`config.mk`:
```
export PLATFORM = sky130hd
export DESIGN_NAME = fifo_axis_reader_flat
export DESIGN_NICKNAME = d
export VERILOG_FILES = /design/src/rtl/fifo_axis_reader_pkg.sv /design/src/rtl/fifo_axis_reader_if.sv /design/src/rtl/fifo_axis_reader_skid_buf.sv /design/src/rtl/fifo_axis_reader.sv /design/src/flat_wrapper.sv
export SDC_FILE = /design/constraint.sdc
export NUM_CORES = 1
export LEC_CHECK = 0
export ABC_AREA = 1
export BUFFER_PORTS_ARGS = -buffer_cell sky130_fd_sc_hd__buf_4
export CORE_MARGIN = 2
export CORE_UTILIZATION = 55
export DETAILED_ROUTE_END_ITERATION = 10
export PLACE_DENSITY = 0.78
export SETUP_SLACK_MARGIN = 0.05
export SYNTH_ARGS = -nofsm -noshare
export SYNTH_HDL_FRONTEND = slang
export SYNTH_SLANG_ARGS = --single-unit
```
`constraint.sdc`:
```
create_clock -name clk -period 3.51 [get_ports clk]
set_input_delay 0.5265 -clock clk [delete_from_list [all_inputs] [get_ports clk]]
set_output_delay 0.5265 -clock clk [all_outputs]
set_load 0.02 [all_outputs]
```
`src/rtl/fifo_axis_reader_pkg.sv`:
```
// fifo_axis_reader_pkg: shared types, constants and helpers for the FIFO-to-AXI4-Stream reader.
package fifo_axis_reader_pkg;

  // Number of words the output buffer can hold.
  localparam int BUF_DEPTH = 2;

  // Widest packet-length input the helper below supports.
  localparam int LEN_MAX_W = 32;

  // Buffer occupancy, 0..BUF_DEPTH.
  typedef logic [1:0] occ_t;

  // A requested packet length of zero means a single-beat packet.
  function automatic logic [LEN_MAX_W-1:0] eff_len(input logic [LEN_MAX_W-1:0] len);
    return (len == '0) ? LEN_MAX_W'(1) : len;
  endfunction

endpackage

```
`src/rtl/fifo_axis_reader_if.sv`:
```
// fifo_axis_reader_if: AXI4-Stream bundle (valid/ready/data/last) with master and slave views.
interface fifo_axis_reader_if #(
  parameter int DATA_W = 32
);

  logic              tvalid;
  logic              tready;
  logic [DATA_W-1:0] tdata;
  logic              tlast;

  modport master (output tvalid, output tdata, output tlast, input tready);
  modport slave  (input tvalid, input tdata, input tlast, output tready);

endinterface

```
`src/rtl/fifo_axis_reader_skid_buf.sv`:
```
// axis_skid_buf: two-entry circular buffer; the head word is always visible on head_data.
module axis_skid_buf
  import fifo_axis_reader_pkg::*;
#(
  parameter int DATA_W = 32
) (
  input  logic              clk,
  input  logic              rst_n,
  input  logic              push,
  input  logic [DATA_W-1:0] push_data,
  input  logic              pop,
  output logic [DATA_W-1:0] head_data,
  output occ_t              occ
);

  logic [DATA_W-1:0] mem_reg [BUF_DEPTH];
  logic              wr_ptr_reg;
  logic              rd_ptr_reg;
  occ_t              occ_reg;
  occ_t              occ_next;

  // Occupancy bookkeeping: a simultaneous push and pop leaves the count unchanged.
  always_comb begin
    occ_next = occ_reg;
    case ({push, pop})
      2'b10:   occ_next = occ_reg + occ_t'(1);
      2'b01:   occ_next = occ_reg - occ_t'(1);
      default: occ_next = occ_reg;
    endcase
  end

  // Storage, pointers and count; entries clear on reset so the head reads as zero.
  always_ff @(posedge clk or negedge rst_n) begin
    if (!rst_n) begin
      for (int i = 0; i < BUF_DEPTH; i++) begin
        mem_reg[i] <= '0;
      end
      wr_ptr_reg <= 1'b0;
      rd_ptr_reg <= 1'b0;
      occ_reg    <= '0;
    end else begin
      if (push) begin
        mem_reg[wr_ptr_reg] <= push_data;
        wr_ptr_reg          <= ~wr_ptr_reg;
      end
      if (pop) begin
        rd_ptr_reg <= ~rd_ptr_reg;
      end
      occ_reg <= occ_next;
    end
  end

  assign head_data = mem_reg[rd_ptr_reg];
  assign occ       = occ_reg;

endmodule

```
`src/rtl/fifo_axis_reader.sv`:
```
// fifo_axis_reader: drains a one-cycle-latency FIFO read port into an AXI4-Stream master,
// framing the stream into packets of pkt_len beats (0 means 1) with tlast.
// Optional: define FIFO_AXIS_READER_STATS_EN to add beat_count / stall_count outputs.
module fifo_axis_reader
  import fifo_axis_reader_pkg::*;
#(
  parameter int FIFO_WIDTH = 32,
  parameter int LEN_W      = 16
) (
  input  logic                  clk,
  input  logic                  rst_n,
  input  logic                  enable,
  input  logic [LEN_W-1:0]      pkt_len,
  output logic                  rd_cmd,
  input  logic [FIFO_WIDTH-1:0] rd_data,
  input  logic                  empty,
  fifo_axis_reader_if.master    m_axis
`ifdef FIFO_AXIS_READER_STATS_EN
  ,
  output logic [31:0]           beat_count,
  output logic [31:0]           stall_count
`endif
);

  occ_t                  occ;
  logic [FIFO_WIDTH-1:0] head_data;
  logic                  inflight_reg;
  logic [LEN_W-1:0]      beat_cnt_reg;
  logic [LEN_W-1:0]      cur_len_reg;
  logic [LEN_W-1:0]      new_len;
  logic [LEN_W-1:0]      pkt_len_eff;
  logic [2:0]            pending;
  logic                  tvalid;
  logic                  handshake;
  logic                  last_beat;

  axis_skid_buf #(
    .DATA_W (FIFO_WIDTH)
  ) u_buf (
    .clk       (clk),
    .rst_n     (rst_n),
    .push      (inflight_reg),
    .push_data (rd_data),
    .pop       (handshake),
    .head_data (head_data),
    .occ       (occ)
  );

  assign tvalid    = (occ != '0);
  assign handshake = tvalid & m_axis.tready;

  // Credit: words buffered plus the word in flight may never exceed the buffer depth,
  // except that a handshake this cycle frees a slot for the word requested now.
  assign pending = 3'(occ) + 3'(inflight_reg);
  assign rd_cmd  = rst_n & enable & ~empty & ((pending < 3'(BUF_DEPTH)) | handshake);

  // The first beat of a packet uses the live pkt_len; later beats use the latched length.
  // pkt_len must therefore stay put while a first beat is stalled, or tlast could move.
  assign new_len     = LEN_W'(eff_len(LEN_MAX_W'(pkt_len)));
  assign pkt_len_eff = (beat_cnt_reg == '0) ? new_len : cur_len_reg;
  assign last_beat   = (beat_cnt_reg == pkt_len_eff - LEN_W'(1));

  assign m_axis.tvalid = tvalid;
  assign m_axis.tdata  = head_data;
  assign m_axis.tlast  = tvalid & last_beat;

  // Read-in-flight flag and packet framing counter.
  always_ff @(posedge clk or negedge rst_n) begin
    if (!rst_n) begin
      inflight_reg <= 1'b0;
      beat_cnt_reg <= '0;
      cur_len_reg  <= '0;
    end else begin
      inflight_reg <= rd_cmd;
      if (handshake) begin
        if (beat_cnt_reg == '0) begin
          cur_len_reg <= new_len;
        end
        beat_cnt_reg <= last_beat ? '0 : beat_cnt_reg + LEN_W'(1);
      end
    end
  end

`ifdef FIFO_AXIS_READER_STATS_EN
  logic [31:0] beat_count_reg;
  logic [31:0] stall_count_reg;

  // Free-running, wrapping counters of accepted beats and stalled cycles.
  always_ff @(posedge clk or negedge rst_n) begin
    if (!rst_n) begin
      beat_count_reg  <= '0;
      stall_count_reg <= '0;
    end else begin
      if (handshake) begin
        beat_count_reg <= beat_count_reg + 32'd1;
      end
      if (tvalid && !m_axis.tready) begin
        stall_count_reg <= stall_count_reg + 32'd1;
      end
    end
  end

  assign beat_count  = beat_count_reg;
  assign stall_count = stall_count_reg;
`endif

endmodule
```
`src/flat_wrapper.sv`:
```
// flat-port wrapper written by rule: the top's interface ports become plain ports
module fifo_axis_reader_flat import fifo_axis_reader_pkg::*;
#(
  parameter int FIFO_WIDTH = 32,
  parameter int LEN_W      = 16
)
  (clk, rst_n, enable, pkt_len, rd_cmd, rd_data, empty, m_axis_tvalid, m_axis_tdata, m_axis_tlast, m_axis_tready);
  fifo_axis_reader_if m_axis_i ();
  input  logic clk;
  input  logic rst_n;
  input  logic enable;
  input  logic [LEN_W-1:0] pkt_len;
  output logic rd_cmd;
  input  logic [FIFO_WIDTH-1:0] rd_data;
  input  logic empty;
  output wire logic [$bits(m_axis_i.tvalid)-1:0] m_axis_tvalid;
  output wire logic [$bits(m_axis_i.tdata)-1:0] m_axis_tdata;
  output wire logic [$bits(m_axis_i.tlast)-1:0] m_axis_tlast;
  input wire logic [$bits(m_axis_i.tready)-1:0] m_axis_tready;
  assign m_axis_tvalid = m_axis_i.tvalid;
  assign m_axis_tdata = m_axis_i.tdata;
  assign m_axis_tlast = m_axis_i.tlast;
  assign m_axis_i.tready = m_axis_tready;
  fifo_axis_reader #(.FIFO_WIDTH(FIFO_WIDTH), .LEN_W(LEN_W)) u_core (.clk(clk), .rst_n(rst_n), .enable(enable), .pkt_len(pkt_len), .rd_cmd(rd_cmd), .rd_data(rd_data), .empty(empty), .m_axis(m_axis_i));
endmodule
```
==> results.md <==
* Worst Setup Start Kind: register
* Post-synth cell types at 33
* Failing checks: negative setup slack
* Post-Syn Nets at 824
* CTS buffer count at 9
* Largest cells by area after synthesis: dfrtp_1 (46%), nand2_1 (20%), o21ai_0 (7.3%), inv_1 (5.2%), nor2_1 (3.3%)
* Least-Margin Pin Slew at 1.06 ns
* Pwr dens at 783 nW/µm²
* Met1 usage at 32.6%
* Worst slack at placement at 0.0971 ns
* RSZ-0062 raised after global routing: yes
* Antenna Nets Post-Route at 0
* Synthesis Warnings at 0
* Max reg flops at 64
* Initial DRC Count at 363
* Synth-to-Final Area Change at 23.0%
* Worst setup startpoint: u_core.beat_cnt_reg[0]
* CP Capture Point: m_axis_tlast
* Peak Freq at 282 MHz
* Worst Slack Setup Final at -0.0399 ns
* Antenna violations before repair at 0
* Leak at 3.59 nW
* Share of post-route cells with drive strength above 1 at 23.7%
* Worst-path clk slew at 0.10 ns
* Final Slew Violations at 0
* Post-synth top flop: dfrtp_1
* Min Tclk post-route at 3.55 ns
* Nets at 921
* Number of I/O port buffers at 87
* Die Wd at 104 µm
* WP data required at 2.98 ns
* Number of synthesized flops with an enable pin at 0
* GR Util All Layers at 25.3%
* Worst setup path class: reg -> out
* Dpl hpwl at 9220 µm
* Commonest cells in the netlist: nand2_1 (301), dfrtp_1 (101), o21ai_0 (81), inv_1 (77), nor2_1 (49)
* Yosys top cell by area: dfrtp_1
* Async set-reset flop share out of synthesis at 100%
* Core area at 9770 µm²
* Post-Route Setup TNS at -0.0399 ns
* I/O pin count at 88
* Status: complete, but fails checks
* Final Hold Fails at 0
* Root Driver: clkbuf_8
* Crit. End Element: output pin
* N_diodes at 0
* CP max FO at 2
* Filler instances at 824
* Routed wire length at 13500 µm
* Drt wl/cell at 13.5 µm
* Peak VDD IR at 0.000578 V
* Top cell type's share of synthesized area at 45.5%
* RD Place Congestion at 0.912
* Number of remaining DRC errors at 0
* Largest net degree at the start of global routing at 79
* Global route total overflow at 0
* Clk_lat worst skew at 0.37 ns
* FF-to-FF Start: u_core.beat_cnt_reg[0]
* Finished Cell Area at 6830 µm²
* Avg Inst Size Synth at 7.24 µm²
* Fin crit share at 101%
* Die Ht at 104 µm
* Placement Rows at 36
* Clk_skew at 0.00669 ns
* Relative slew slack at 29.1%
* Post-Synthesis Cells at 767
* Setup-failing EPs final at 1
* Die ar. at 10900 µm²
* Post-DP Area at 6320 µm²
* CTS sink cnt at 101
* Most common cell in the netlist: nand2_1
* RR Endpoint: u_core.beat_cnt_reg[4]
* Critical Path AT at 3.02 ns
* Register area share after synthesis at 45.5%
* R2r setup slk at 0.34 ns
* Met2 usage at 42.7%
* H-Tree Depth at 3
* CTS tree: built
* R2R cell count at 19
* Fin util at 69.9%
* Grt peak-use layer: met2
* M3 GR Usage at 5.45%
* Post-Synthesis Cell Area at 5550 µm²
* CTS Buffer Depth at 2
* First-pass GRT wire length at 22600 µm
* Vias/cell at 5.05
* Initial core utilization at 56.8%
* Hold Worst Slack at 0.0436 ns
* DRT Pass-1 Iters at 5
* Hold Buf Count CTS at 0
* DR vias at 5062
* Flops & latches, synth at 101
* Vias in the first global route at 4910
* Maximum Capacitance Violations at 0
* Hold Path Class: in -> async
## worst min path at each step
stage          depth (start not counted)  slack, ns  startpoint                      to
3_3_place_gp                           1       0.45       rst_n  u_core.cur_len_reg[14]
4_1_cts                                1       0.05       rst_n   u_core.cur_len_reg[9]
2_1_floorplan                          0       0.23       rst_n  u_core.beat_cnt_reg[0]
5_1_grt                                1       0.06       rst_n   u_core.cur_len_reg[9]
3_5_place_dp                           1       0.46       rst_n   u_core.cur_len_reg[9]
6_report                               1       0.04       rst_n   u_core.cur_len_reg[9]
## cells by family after synthesis
family          Yosys count  share of synthesized area (%)
simple gates            435                           33.4
buf+inv                 113                           8.20
flops                   101                           45.5
compound gates           93                           8.70
xor+xnor                 21                           3.31
fa+ha+maj                 4                          0.901
## final cells by class
class                   instances  area (µm²)  share of cell area (%)
multi-input cells             553        2700                    39.5
well taps                     133         166                    2.44
inverters                      83         312                    4.56
flip-flops and latches        101        2530                    37.1
clock buffers                   9         124                    1.81
repair buffers                116         891                    13.0
clock inverters                 7         106                    1.56
## metal layers
| layer | vias to the layer above | wire, µm |
|---|---|---|
| li1 | 2554 | - |
| met2 | 117 | 6690 |
| met5 | - | 0 |
| met4 | 0 | 210 |
| met3 | 20 | 670 |
| met1 | 2371 | 5950 |
## power by group
group / internal, mW / leakage [nW] / switching (mW)
Clock: 0.413 / 0.109 / 0.433
Sequential: 1.63 / 1.21 / 0.290
Combinational: 1.01 / 2.27 / 1.57
Total: 3.05 / 3.59 / 2.29
## layout by cell type, fill, tap and decap left out, drive strengths merged
cell      Yosys  layout
o21bai        1       1
clkinv        2       3
and2          1       1
nor2         74      74
nor4          1       1
clkinvlp      0       2
bufinv        0       2
clkbuf       24       9
xnor2         3       3
or2           1       1
a31oi         4       4
nor3          6       6
nand2       312     312
nand4         3       3
nand3        33      33
nand3b        4       4
ha            4       4
o31ai         1       1
dfrtp       101     101
a21oi         3       3
inv          81      83
xor2         18      18
o21ai        84      84
buf           6     116
## timing repair
action	4_1_cts	5_1_grt
pin swaps	15	10
setup endpoints to repair	1	1
gates resized for setup	25	17
buffers inserted	16	3
## metrics by stage
step	instances	power [mW]
floorplan	767	3.51
global placement	967	4.31
detailed placement	967	4.40
CTS	999	5.33
global route	1002	5.76
finish	1002	5.35
## critical path, cell delays in order (launching register included)
cell and delay, ns:
dfrtp_1 0.41, inv_2 0.10, ha_4 0.14, nand2_1 0.06, nor2_1 0.12, nand2_1 0.07
o21bai_1 0.20, nand2_2 0.12, ha_4 0.28, xor2_1 0.16, nand3_1 0.11, nor2_1 0.16
nand2_1 0.07, nor2_1 0.08, nand2_1 0.09, nor2_4 0.13, nand4_4 0.13, nor2_4 0.12
buf_6 0.12
Power figures use the tool's default switching activity.
